--- config.mk ---
export PLATFORM = sky130hd
export DESIGN_NAME = hazard_ctrl
export DESIGN_NICKNAME = d
export VERILOG_FILES = /design/src/rtl/hazard_ctrl.sv
export SDC_FILE = /design/constraint.sdc
export NUM_CORES = 1
export LEC_CHECK = 0
export ABC_AREA = 1
export BUFFER_PORTS_ARGS = -buffer_cell sky130_fd_sc_hd__buf_2
export CELL_PAD_IN_SITES_DETAIL_PLACEMENT = 0
export CELL_PAD_IN_SITES_GLOBAL_PLACEMENT = 1
export CORE_MARGIN = 2
export CORE_UTILIZATION = 35
export DETAILED_ROUTE_END_ITERATION = 8
export GPL_TIMING_DRIVEN = 0
export PLACE_DENSITY_LB_ADDON = 0.1
export SYNTH_ARGS = -nofsm -noshare
export SYNTH_HDL_FRONTEND = slang
export SYNTH_SLANG_ARGS = --single-unit
--- constraint.sdc ---
create_clock -name clk -period 1.9 [get_ports clk]
set_clock_uncertainty 0.1 [all_clocks]
set_input_delay 0.19 -clock clk [delete_from_list [all_inputs] [get_ports clk]]
set_output_delay 0.19 -clock clk [all_outputs]
set_load 0.01 [all_outputs]
--- src/rtl/hazard_ctrl.sv ---
// hazard_ctrl: pipeline hazard detection for the 5-stage MIPS core.
// Covers load-use, branch-in-ID operand dependencies and the multi-cycle
// mult/div unit, and keeps a saturating count of stalled cycles.
module hazard_ctrl #(
  parameter int unsigned MD_CYCLES = 32,
  parameter int unsigned CNT_W     = 16
) (
  input  logic             clk,
  input  logic             rst_n,
  input  logic [4:0]       id_rs,
  input  logic [4:0]       id_rt,
  input  logic             id_usesRs,
  input  logic             id_usesRt,
  input  logic             id_branch,
  input  logic             id_branchTaken,
  input  logic             id_mdUse,
  input  logic [4:0]       ex_rd,
  input  logic             ex_regWrite,
  input  logic             ex_memRead,
  input  logic             ex_mdStart,
  input  logic [4:0]       mem_rd,
  input  logic             mem_memRead,
  output logic             pc_write,
  output logic             ifid_write,
  output logic             idex_bubble,
  output logic             ifid_flush,
  output logic             md_busy,
  output logic             md_overrun,
  output logic [CNT_W-1:0] stall_cnt
);

  localparam int unsigned     MD_W    = $clog2(MD_CYCLES);
  localparam logic [MD_W-1:0] MD_LOAD = MD_W'(MD_CYCLES - 1);
  localparam logic [MD_W-1:0] MD_ONE  = MD_W'(1);
  localparam logic [CNT_W-1:0] CNT_MAX = '1;
  localparam logic [CNT_W-1:0] CNT_ONE = CNT_W'(1);

  typedef enum logic {
    S_IDLE = 1'b0,
    S_BUSY = 1'b1
  } md_state_t;

  md_state_t        r_state;
  logic [MD_W-1:0]  r_md_cnt;
  logic             r_md_overrun;
  logic [CNT_W-1:0] r_stall_cnt;

  logic w_ex_match;
  logic w_mem_match;
  logic w_md_busy;
  logic w_md_last;
  logic w_lu;
  logic w_bex;
  logic w_bmm;
  logic w_mdh;
  logic w_stall;

  // Register r is a live source operand of the ID instruction; r0 never is.
  function automatic logic f_match(
    input logic [4:0] r,
    input logic [4:0] rs,
    input logic [4:0] rt,
    input logic       use_rs,
    input logic       use_rt
  );
    return (r != 5'd0) && (((r == rs) && use_rs) || ((r == rt) && use_rt));
  endfunction

  // Operand dependency on the EX and MEM destinations.
  always_comb begin
    w_ex_match  = f_match(ex_rd,  id_rs, id_rt, id_usesRs, id_usesRt);
    w_mem_match = f_match(mem_rd, id_rs, id_rt, id_usesRs, id_usesRt);
  end

  // The HI/LO result lands at the edge closing the md_last cycle, so a
  // reader sitting in ID during that cycle is released and gets it forwarded.
  always_comb begin
    w_md_busy = (r_state == S_BUSY);
    w_md_last = w_md_busy && (r_md_cnt == MD_ONE);
  end

  // Stall terms; a branch on a load in EX stalls twice (bex, then bmm).
  always_comb begin
    w_lu    = ex_memRead  && ex_regWrite && w_ex_match;
    w_bex   = id_branch   && ex_regWrite && w_ex_match;
    w_bmm   = id_branch   && mem_memRead && w_mem_match;
    w_mdh   = id_mdUse    && w_md_busy   && !w_md_last;
    w_stall = w_lu || w_bex || w_bmm || w_mdh;
  end

  // Pipeline control; a stall suppresses the flush until operands resolve.
  always_comb begin
    pc_write    = !w_stall;
    ifid_write  = !w_stall;
    idex_bubble = w_stall;
    ifid_flush  = id_branchTaken && !w_stall;
  end

  // Mult/div occupancy FSM: a start in BUSY is dropped and flagged sticky.
  always_ff @(posedge clk or negedge rst_n) begin
    if (!rst_n) begin
      r_state      <= S_IDLE;
      r_md_cnt     <= '0;
      r_md_overrun <= 1'b0;
    end else if (r_state == S_IDLE) begin
      if (ex_mdStart) begin
        r_state  <= S_BUSY;
        r_md_cnt <= MD_LOAD;
      end
    end else begin
      if (ex_mdStart) begin
        r_md_overrun <= 1'b1;
      end
      if (r_md_cnt <= MD_ONE) begin
        r_state  <= S_IDLE;
        r_md_cnt <= '0;
      end else begin
        r_md_cnt <= r_md_cnt - MD_ONE;
      end
    end
  end

  // Stalled-cycle performance counter, sticks at all-ones.
  always_ff @(posedge clk or negedge rst_n) begin
    if (!rst_n) begin
      r_stall_cnt <= '0;
    end else if (w_stall && (r_stall_cnt != CNT_MAX)) begin
      r_stall_cnt <= r_stall_cnt + CNT_ONE;
    end
  end

  assign md_busy    = w_md_busy;
  assign md_overrun = r_md_overrun;
  assign stall_cnt  = r_stall_cnt;

endmodule

==> reports/metrics.yaml, run 1 <==
p_leak_nw: 1.38
dpl_worst_slack_ps: -90.2
irDropWorstVdd_mv: 0.555
status: "complete, no violations"
gp_congestion: 0.810
drt.antenna.violating_nets: 0
maxSlewViolCount: 0
timing.fmax_mhz: 553
firstDrtPassIters: 4
drc: 0
hold_viol: 0
yosysMostFrequentCell: "nand2_1"
synth_cell_types: 28
root_buffer: "clkbuf_8"
switchingPower_mw: 0.833
ios: 53
coreArea_sq_mm: 0.00482
hold_path.class: "input pin to register"
synthesis.area_sq_mm: 0.00177
fin_crit_sh_pct: 95.2
slowest_delay_ps: 390
drt-total-wl_mm: 4.57
cts_tree: "yes"
synthTopCellsByCount: "105 x nand2_1, 34 x inv_1, 30 x nand3_1, 30 x nor2_1, 23 x dfrtp_1"
finalWorstSetupSlack_ps: 91.0
startpoint_type: "register"
worst_r2r_startpoint: "stall_cnt[1]"
total_power_mw: 2.09
grt_pass1_vias: 1622
synth_area_leaders: "dfrtp_1 32%, nand2_1 22%, nand3_1 8.5%, inv_1 7.2%, nor2_1 6.3%"
hpwl_mm: 3.51
synth_ff_type: "dfrtp_1"
arrival_ps: 1520
fin_crit_ps: 1810
row_count: 25
worstMarginPinSlew_ps: 574
seq_area_frac_synth_pct: 32.4
drtIter0Drc: 88
timing.hold.ws_ps: 40.0
setup_viol: 0
grt_max_degree: 24
synth_top_area_cell: "dfrtp_1"
die_y_microns: 75.2
syn_nets: 310
synth_top_area_share_pct: 32.4
wl_per_cell_microns: 11.0
die_area_sq_mm: 0.00565
ys_warn_count: 0
antenna_found_initial: 0
crit_type: "register to output pin"
cts.reportedPaths.clkPinSlew_ps: 80
fin_util_pct: 49.0
async_flop_share_pct: 100
viasPerCell: 4.55
htree_num_levels: 1
cp_max_fo: 5
synth_edf_count: 0
area.growth.synth_to_final_pct: 33.1
crit_required_ps: 1610
crit_start: "r_md_cnt[1]"
fill_cells: 534
nNetsFinal: 382
combPwrFrac_pct: 49.3
vias: 1882
grt-ovfl-total: 0
io_buffers: 52
cts.path.max_buffers: 2
synth.avg_cell_area_sq_um: 6.43
fin_setup_tns_ps: 0
hp-start: "ex_mdStart"
slew_headroom_pct: 61.7
clock_sinks: 23
die_w_microns: 75.2
cp-end-kind: "output pin"
power_density_mw_per_mm2: 885
clkPwrFrac_pct: 14.9
n_antenna_cell: 0
drive_gt1_share_pct: 26.2
grt_pass1_wl_mm: 7.34
clk_latency_ps: 270
seqPwrFrac_pct: 35.8
switching_share_pct: 39.8
intPower_mw: 1.26
grt_util_all_layers_pct: 17.1
path_common_cell: "nand3_2"
initial_core_util_pct: 36.8
syn_inst: 276
drv_cap: 0
crit_slowest_cell: "dfrtp_1"
cp_cell_sequence: "inv_2 > ha_4 > nand3_2 > nand3_2 > nand3_2 > buf_6 > inv_1 > buf_4 > buf_6"
cts_made_buffers: 3
synth-seq-cells: 23
==> power by group through the flow <==
stage / clock (mW) / combinational [mW] / sequential (mW)
2_1_floorplan: 0 / 0.544 / 0.758
3_3_place_gp: 0 / 0.803 / 0.753
3_5_place_dp: 0 / 0.817 / 0.753
4_1_cts: 0.327 / 0.903 / 0.732
5_1_grt: 0.343 / 1.18 / 0.777
6_report: 0.311 / 1.03 / 0.749
==> repair_timing <==
item,in CTS,in global routing
hold buffers,1,0
hold endpoints to repair,23,0
resized for setup,6,9
setup endpoints to repair,15,18
pin swaps,3,3
setup buffers,5,9
gates cloned,0,0
==> metal layers <==
metal / GRT usage [%] / wire [microns] / up-vias
met1: 24.5 / 2320 / 840
met5: 0 / 0 / -
met2: 27.1 / 2030 / 37
met4: 4.48 / 40 / 0
li1: - / - / 1001
met3: 2.54 / 184 / 4
==> path summary, 6_finish.rpt <==
kind / depth (start not counted) / slack (ps) / end
max: 9 / 90 / pc_write
min: 2 / 40 / md_overrun
max reg2reg: 9 / 150 / stall_cnt[14]
min reg2reg: 1 / 350 / md_overrun
max in group asynchronous: 2 / 930 / r_md_cnt[2]
min in group asynchronous: 2 / 350 / stall_cnt[10]
==> cell usage in the layout (no fill, tap or decap), types with 2 or more instances in the layout <==
master    netlist  layout
inv_1          34      33
nor2_1         30      29
a21oi_1         5       5
nand3_1        30      27
inv_2           2       3
buf_12          0       2
clkbuf_8        0       3
o21ai_0         4       4
nand2_1       105     105
buf_4           1      13
nor3_1          5       5
xor2_1          7       7
buf_2           3      52
nand3_2         1       4
xnor2_1         7       7
buf_6           1       4
nand4_1         4       4
dfrtp_1        23      22
==> stage by stage <==
step / cells / area, sq um
after floorplan: 276 / 1770
after global placement: 395 / 2120
after detailed placement: 395 / 2120
after CTS: 405 / 2230
after global routing: 414 / 2360
final: 414 / 2360
==> sequential cells by signal, indices dropped and copies added, names as in the netlist <==
signal      count
r_md_cnt        5
md_overrun      1
md_busy         1
stall_cnt      16
==> layout make-up <==
cell class	instances	area [sq um]	area share [%]
inverter	37	139	5.88
timing repair buffer	67	407	17.2
multi-input combinational	211	1060	45.0
clock inverter	1	5.00	0.212
buffer	5	46.3	1.96
clock buffer	3	41.3	1.75
tap	67	83.8	3.55
sequential	23	577	24.4
==> critical path, delay by kind of cell (launching register included) <==
kind                     cells  cell delay, ps
buffers and inverters        5             470
flip-flops                   1             390
AND/OR/NAND/NOR              3             240
adder cells (fa/ha/maj)      1             160
==> cell families (layout without fill, tap and decap cells) <==
logic type / count (synthesis) / after routing / synth area share (%)
AND/OR/NAND/NOR: 180 / 180 / 44.1
adder cells (fa/ha/maj): 3 / 3 / 2.12
flip-flops: 23 / 23 / 32.4
buffers and inverters: 42 / 113 / 9.73
AO/OA/AOI/OAI: 14 / 14 / 4.73
XOR/XNOR: 14 / 14 / 6.91
Power figures use the tool's default switching activity.
==> run 2: changes to the inputs <==
RECOVER_POWER = 100   (was not set)
==> run 2 against run 1 <==
Die area stayed put; final area decreased by 1.2%; utilization down 0.57 points; clock power is essentially flat; maximum frequency is 0.16% lower; critical path type unchanged; critical endpoint unchanged.
==> reports/metrics.yaml, run 2 (synthesis gave the netlist of run 1 again) <==
seqPwrFrac_pct: 36.4
timing.fmax_mhz: 552
met3_usage_pct: 2.54
antenna_found_initial: 0
io_buffers: 52
ios: 53
drv_cap: 0
vias: 1877
drtIter0Drc: 93
p_leak_nw: 1.31
die_y_microns: 75.2
timing.hold.ws_ps: 41.1
cts.reportedPaths.clkPinSlew_ps: 80
slowest_delay_ps: 390
power_density_mw_per_mm2: 883
cp-end-kind: "output pin"
crit_type: "register to output pin"
grt_util_all_layers_pct: 17.1
htree_num_levels: 1
drc: 0
final_area_sq_mm: 0.00233
cp_cell_sequence: "inv_2 > ha_4 > nand3_2 > nand3_2 > nand3_2 > buf_6 > inv_1 > buf_4 > buf_6"
crit_family: "buffers and inverters"
switchingPower_mw: 0.834
area.growth.synth_to_final_pct: 31.6
cts_tree: "yes"
cp_max_fo: 5
n_antenna_cell: 0
largest_reg_flops: 16
placed_cells: 395
initial_core_util_pct: 36.8
hold_path.class: "input pin to register"
clock_sinks: 23
fin_crit_ps: 1810
crit_slowest_cell: "dfrtp_1"
nNetsFinal: 382
root_buffer: "clkbuf_8"
timing.critical_path.buf_inv: 5
drt.antenna.violating_nets: 0
hpwl_mm: 3.51
layout_common_cells: "105 x nand2_1, 34 x buf_2, 33 x inv_1"
gp_congestion: 0.810
top_usage_layer: "met2"
fin_setup_tns_ps: 0
grt_max_degree: 24
setup_viol: 0
clkPwrFrac_pct: 15.1
dpl_worst_slack_ps: -90.2
cts_made_buffers: 3
arrival_ps: 1520
startpoint_type: "register"
row_count: 25
finalWorstSetupSlack_ps: 88.1
use_met2_pct: 27.1
combPwrFrac_pct: 48.6
placed_cell_area_sq_mm: 0.00212
wl_per_cell_microns: 11.1
hold_viol: 0
clk_latency_ps: 270
crit_required_ps: 1610
intPower_mw: 1.23
grt_use_met1_pct: 24.5
path_common_cell: "nand3_2"
firstDrtPassIters: 4
coreArea_sq_mm: 0.00482
cts.path.max_buffers: 2
grt_pass1_vias: 1622
maxSlewViolCount: 0
irDropWorstVdd_mv: 0.552
switching_share_pct: 40.4
final_cells: 414
grt-ovfl-total: 0
drt-total-wl_mm: 4.59
die_w_microns: 75.2
fill_cells: 543
fin_crit_sh_pct: 95.4
status: "complete, no violations"
viasPerCell: 4.53
drive_gt1_share_pct: 21.0
die_area_sq_mm: 0.00565
final_common_cell: "nand2_1"
grt_pass1_wl_mm: 7.34
worstMarginPinSlew_ps: 639
slew_headroom_pct: 57.4
run 2: cell count changes in the layout (fill, tap and decap cells not counted), sizes merged:
cell    before  now
clkbuf       3   24
buf         71   50
run 2: layout make-up:
type | instances | area (sq um) | share of cell area (%)
buffer | 5 | 46.3 | 1.98
tap | 67 | 83.8 | 3.59
clock inverter | 1 | 5.00 | 0.214
timing repair buffer | 67 | 379 | 16.2
clock buffer | 3 | 41.3 | 1.77
sequential | 23 | 577 | 24.7
multi-input combinational | 211 | 1060 | 45.6
inverter | 37 | 139 | 5.95
run 2: routing by layer:
metal	vias to the layer above	part of all wire, %
met5	-	0
met4	0	0.92
met3	4	4.6
met2	38	44
met1	834	50
li1	1001	-
run 2: final timing paths:
kind / from / end / slack [ps] / depth (start not counted)
worst max-delay path: r_md_cnt[1] / pc_write / 90 / 9
worst min-delay path: ex_mdStart / md_overrun / 40 / 2
worst max register to register: stall_cnt[1] / stall_cnt[14] / 170 / 9
worst min register to register: md_overrun / md_overrun / 360 / 1
max in group asynchronous: rst_n / r_md_cnt[2] / 870 / 2
min in group asynchronous: rst_n / stall_cnt[10] / 370 / 2
run 2: timing repair:
action | CTS | global route
pin swaps | 3 | 3
hold buffers | 1 | 0
gates resized for setup | 6 | 9
buffers inserted | 5 | 9
hold endpoints to repair | 23 | 0
endpoints found under the setup margin | 15 | 18
run 2: worst register-to-register path: cells and delay by family (launching register included):
| family | cells | cell delay (ps) |
|---|---|---|
| buf+inv | 2 | 260 |
| fa+ha+maj | 1 | 210 |
| simple gates | 6 | 690 |
| flops | 1 | 370 |
run 2: power groups by stage:
stage	Clock (mW)	Sequential, mW	Combinational, mW
final	0.311	0.750	1.00
after global routing	0.343	0.777	1.15
after CTS	0.327	0.732	0.903
after detailed placement	0	0.753	0.817
after global placement	0	0.753	0.803
after floorplan	0	0.758	0.544
run 2: stage by stage:
stage | utilization [%] | total power [mW]
2_1_floorplan | - | 1.30
3_3_place_gp | 44.0 | 1.56
3_5_place_dp | 44.0 | 1.57
4_1_cts | 46.3 | 1.96
5_1_grt | 48.5 | 2.27
6_report | 48.5 | 2.06
==> run 3: changes to the inputs <==
clock period = 1.8 ns   (was 1.9 ns; I/O delays follow)
==> run 3 against run 2 <==
First-iteration DRC count rose by 1.1%; die area did not move; non-clock buffer count rose by 2; final cell count rose by 0.48%; flip-flop and latch count did not move; sequential share of layout area fell by 0.82 points; global-route usage rose by 0.97 points; utilization rose by 1.6 points; clock power rose by 6.8%; sequential power rose by 4.8%; power rose by 13%; setup slack got worse by 34 ps.
==> reports/metrics.yaml, run 3 (synthesis gave the netlist of run 1 again) <==
status: "complete, no violations"
die_y_microns: 75.2
firstDrtPassIters: 4
drive_gt1_share_pct: 25.2
hold_viol: 0
viasPerCell: 4.59
p_leak_nw: 1.36
drt-total-wl_mm: 4.86
io_buffers: 52
intPower_mw: 1.39
die_w_microns: 75.2
ios: 53
timing.hold.ws_ps: 30.6
final_cells: 416
vias: 1911
crit_required_ps: 1900
timing.fmax_mhz: 573
drt.antenna.violating_nets: 0
wl_per_cell_microns: 11.7
fin_crit_ps: 1750
grt_pass1_wl_mm: 7.71
switchingPower_mw: 0.942
power_density_mw_per_mm2: 966
nNetsFinal: 384
combPwrFrac_pct: 52.0
n_antenna_cell: 0
grt-ovfl-total: 0
root_buffer: "clkbuf_8"
grt_pass1_vias: 1694
area.growth.synth_to_final_pct: 35.8
fin_setup_tns_ps: 0
clk_latency_ps: 270
drtIter0Drc: 94
clkPwrFrac_pct: 14.3
finalWorstSetupSlack_ps: 53.7
grt_max_degree: 24
initial_core_util_pct: 36.8
coreArea_sq_mm: 0.00482
fin_crit_sh_pct: 97.0
arrival_ps: 1850
hold_path.class: "input pin to register"
placed_cell_area_sq_mm: 0.00212
placed_cells: 395
drv_cap: 0
cts.reportedPaths.clkPinSlew_ps: 80
crit_type: "register to register"
row_count: 25
cts_tree: "yes"
maxSlewViolCount: 0
setup_viol: 0
worstMarginPinSlew_ps: 650
final_area_sq_mm: 0.00241
cts_made_buffers: 3
irDropWorstVdd_mv: 0.629
clock_sinks: 23
gp_congestion: 0.810
seqPwrFrac_pct: 33.7
die_area_sq_mm: 0.00565
total_power_mw: 2.33
fin_util_pct: 50.0
dpl_worst_slack_ps: -190
drc: 0
grt_util_all_layers_pct: 18.1
switching_share_pct: 40.5
final_common_cell: "nand2_1"
slew_headroom_pct: 56.7
cp_max_fo: 10
antenna_found_initial: 0
startpoint_type: "register"
cp-end-kind: "register"
layout_common_cells: "103 x nand2_1, 39 x buf_2, 32 x inv_1"
cts.path.max_buffers: 2
hpwl_mm: 3.51
rsz0062_at_grt: "yes"
largest_reg_flops: 16
htree_num_levels: 1
## run 3: changes by cell type in the layout (fill, tap and decap cells not counted), sizes merged
cell	delta
buf	+12
clkbuf	-10
## run 3: path summary, 6_finish.rpt
check	cells after the start	to	start	slack [ps]
setup / recovery	10	stall_cnt[14]	stall_cnt[1]	50
hold / removal	2	md_overrun	ex_mdStart	30
setup reg to reg	10	stall_cnt[14]	stall_cnt[1]	50
min in group asynchronous	2	stall_cnt[10]	rst_n	360
hold reg to reg	1	md_overrun	md_overrun	360
max in group asynchronous	2	r_md_cnt[3]	rst_n	800
## run 3: critical path: stages, from the launching register on
cell	delay (ps)
dfrtp_1	410
ha_4	180
nand3_4	90
nor3_4	180
nand2_2	110
inv_2	80
nand4_4	160
nand2_4	140
buf_8	130
nand2_1	50
nand2_1	60
## run 3: per-layer routing
layer  up-vias  wire (microns)  track usage, %
li1       1005               -               -
met2        43            2210            29.6
met4         0              28            4.09
met3         2             221            2.54
met5         -               0               0
met1       861            2400            25.5
## run 3: timing repair
| action | in CTS | in global routing |
|---|---|---|
| hold buffers | 1 | 0 |
| buffers inserted | 13 | 4 |
| resized for setup | 14 | 14 |
| pin swaps | 5 | 6 |
| gates cloned | 1 | 0 |
| setup endpoints to repair | 19 | 19 |
| endpoints found under the hold margin | 23 | 0 |
## run 3: area by class of cell
type	count	area [sq um]
Buffer	4	42.5
Timing Repair Buffer	70	424
Fill cell	535	2410
Multi-Input combinational cell	211	1100
Clock buffer	3	41.3
Tap cell	67	83.8
Sequential cell	23	576
Clock inverter	1	5.00
Inverter	37	139
## run 3: power by group through the flow
stage                     sequential, mW  clock, mW  combinational, mW
after global placement             0.795          0              0.848
after detailed placement           0.795          0              0.863
after CTS                          0.765      0.345               1.12
after global routing               0.813      0.360               1.36
after floorplan                    0.800          0              0.574
final                              0.786      0.332               1.21
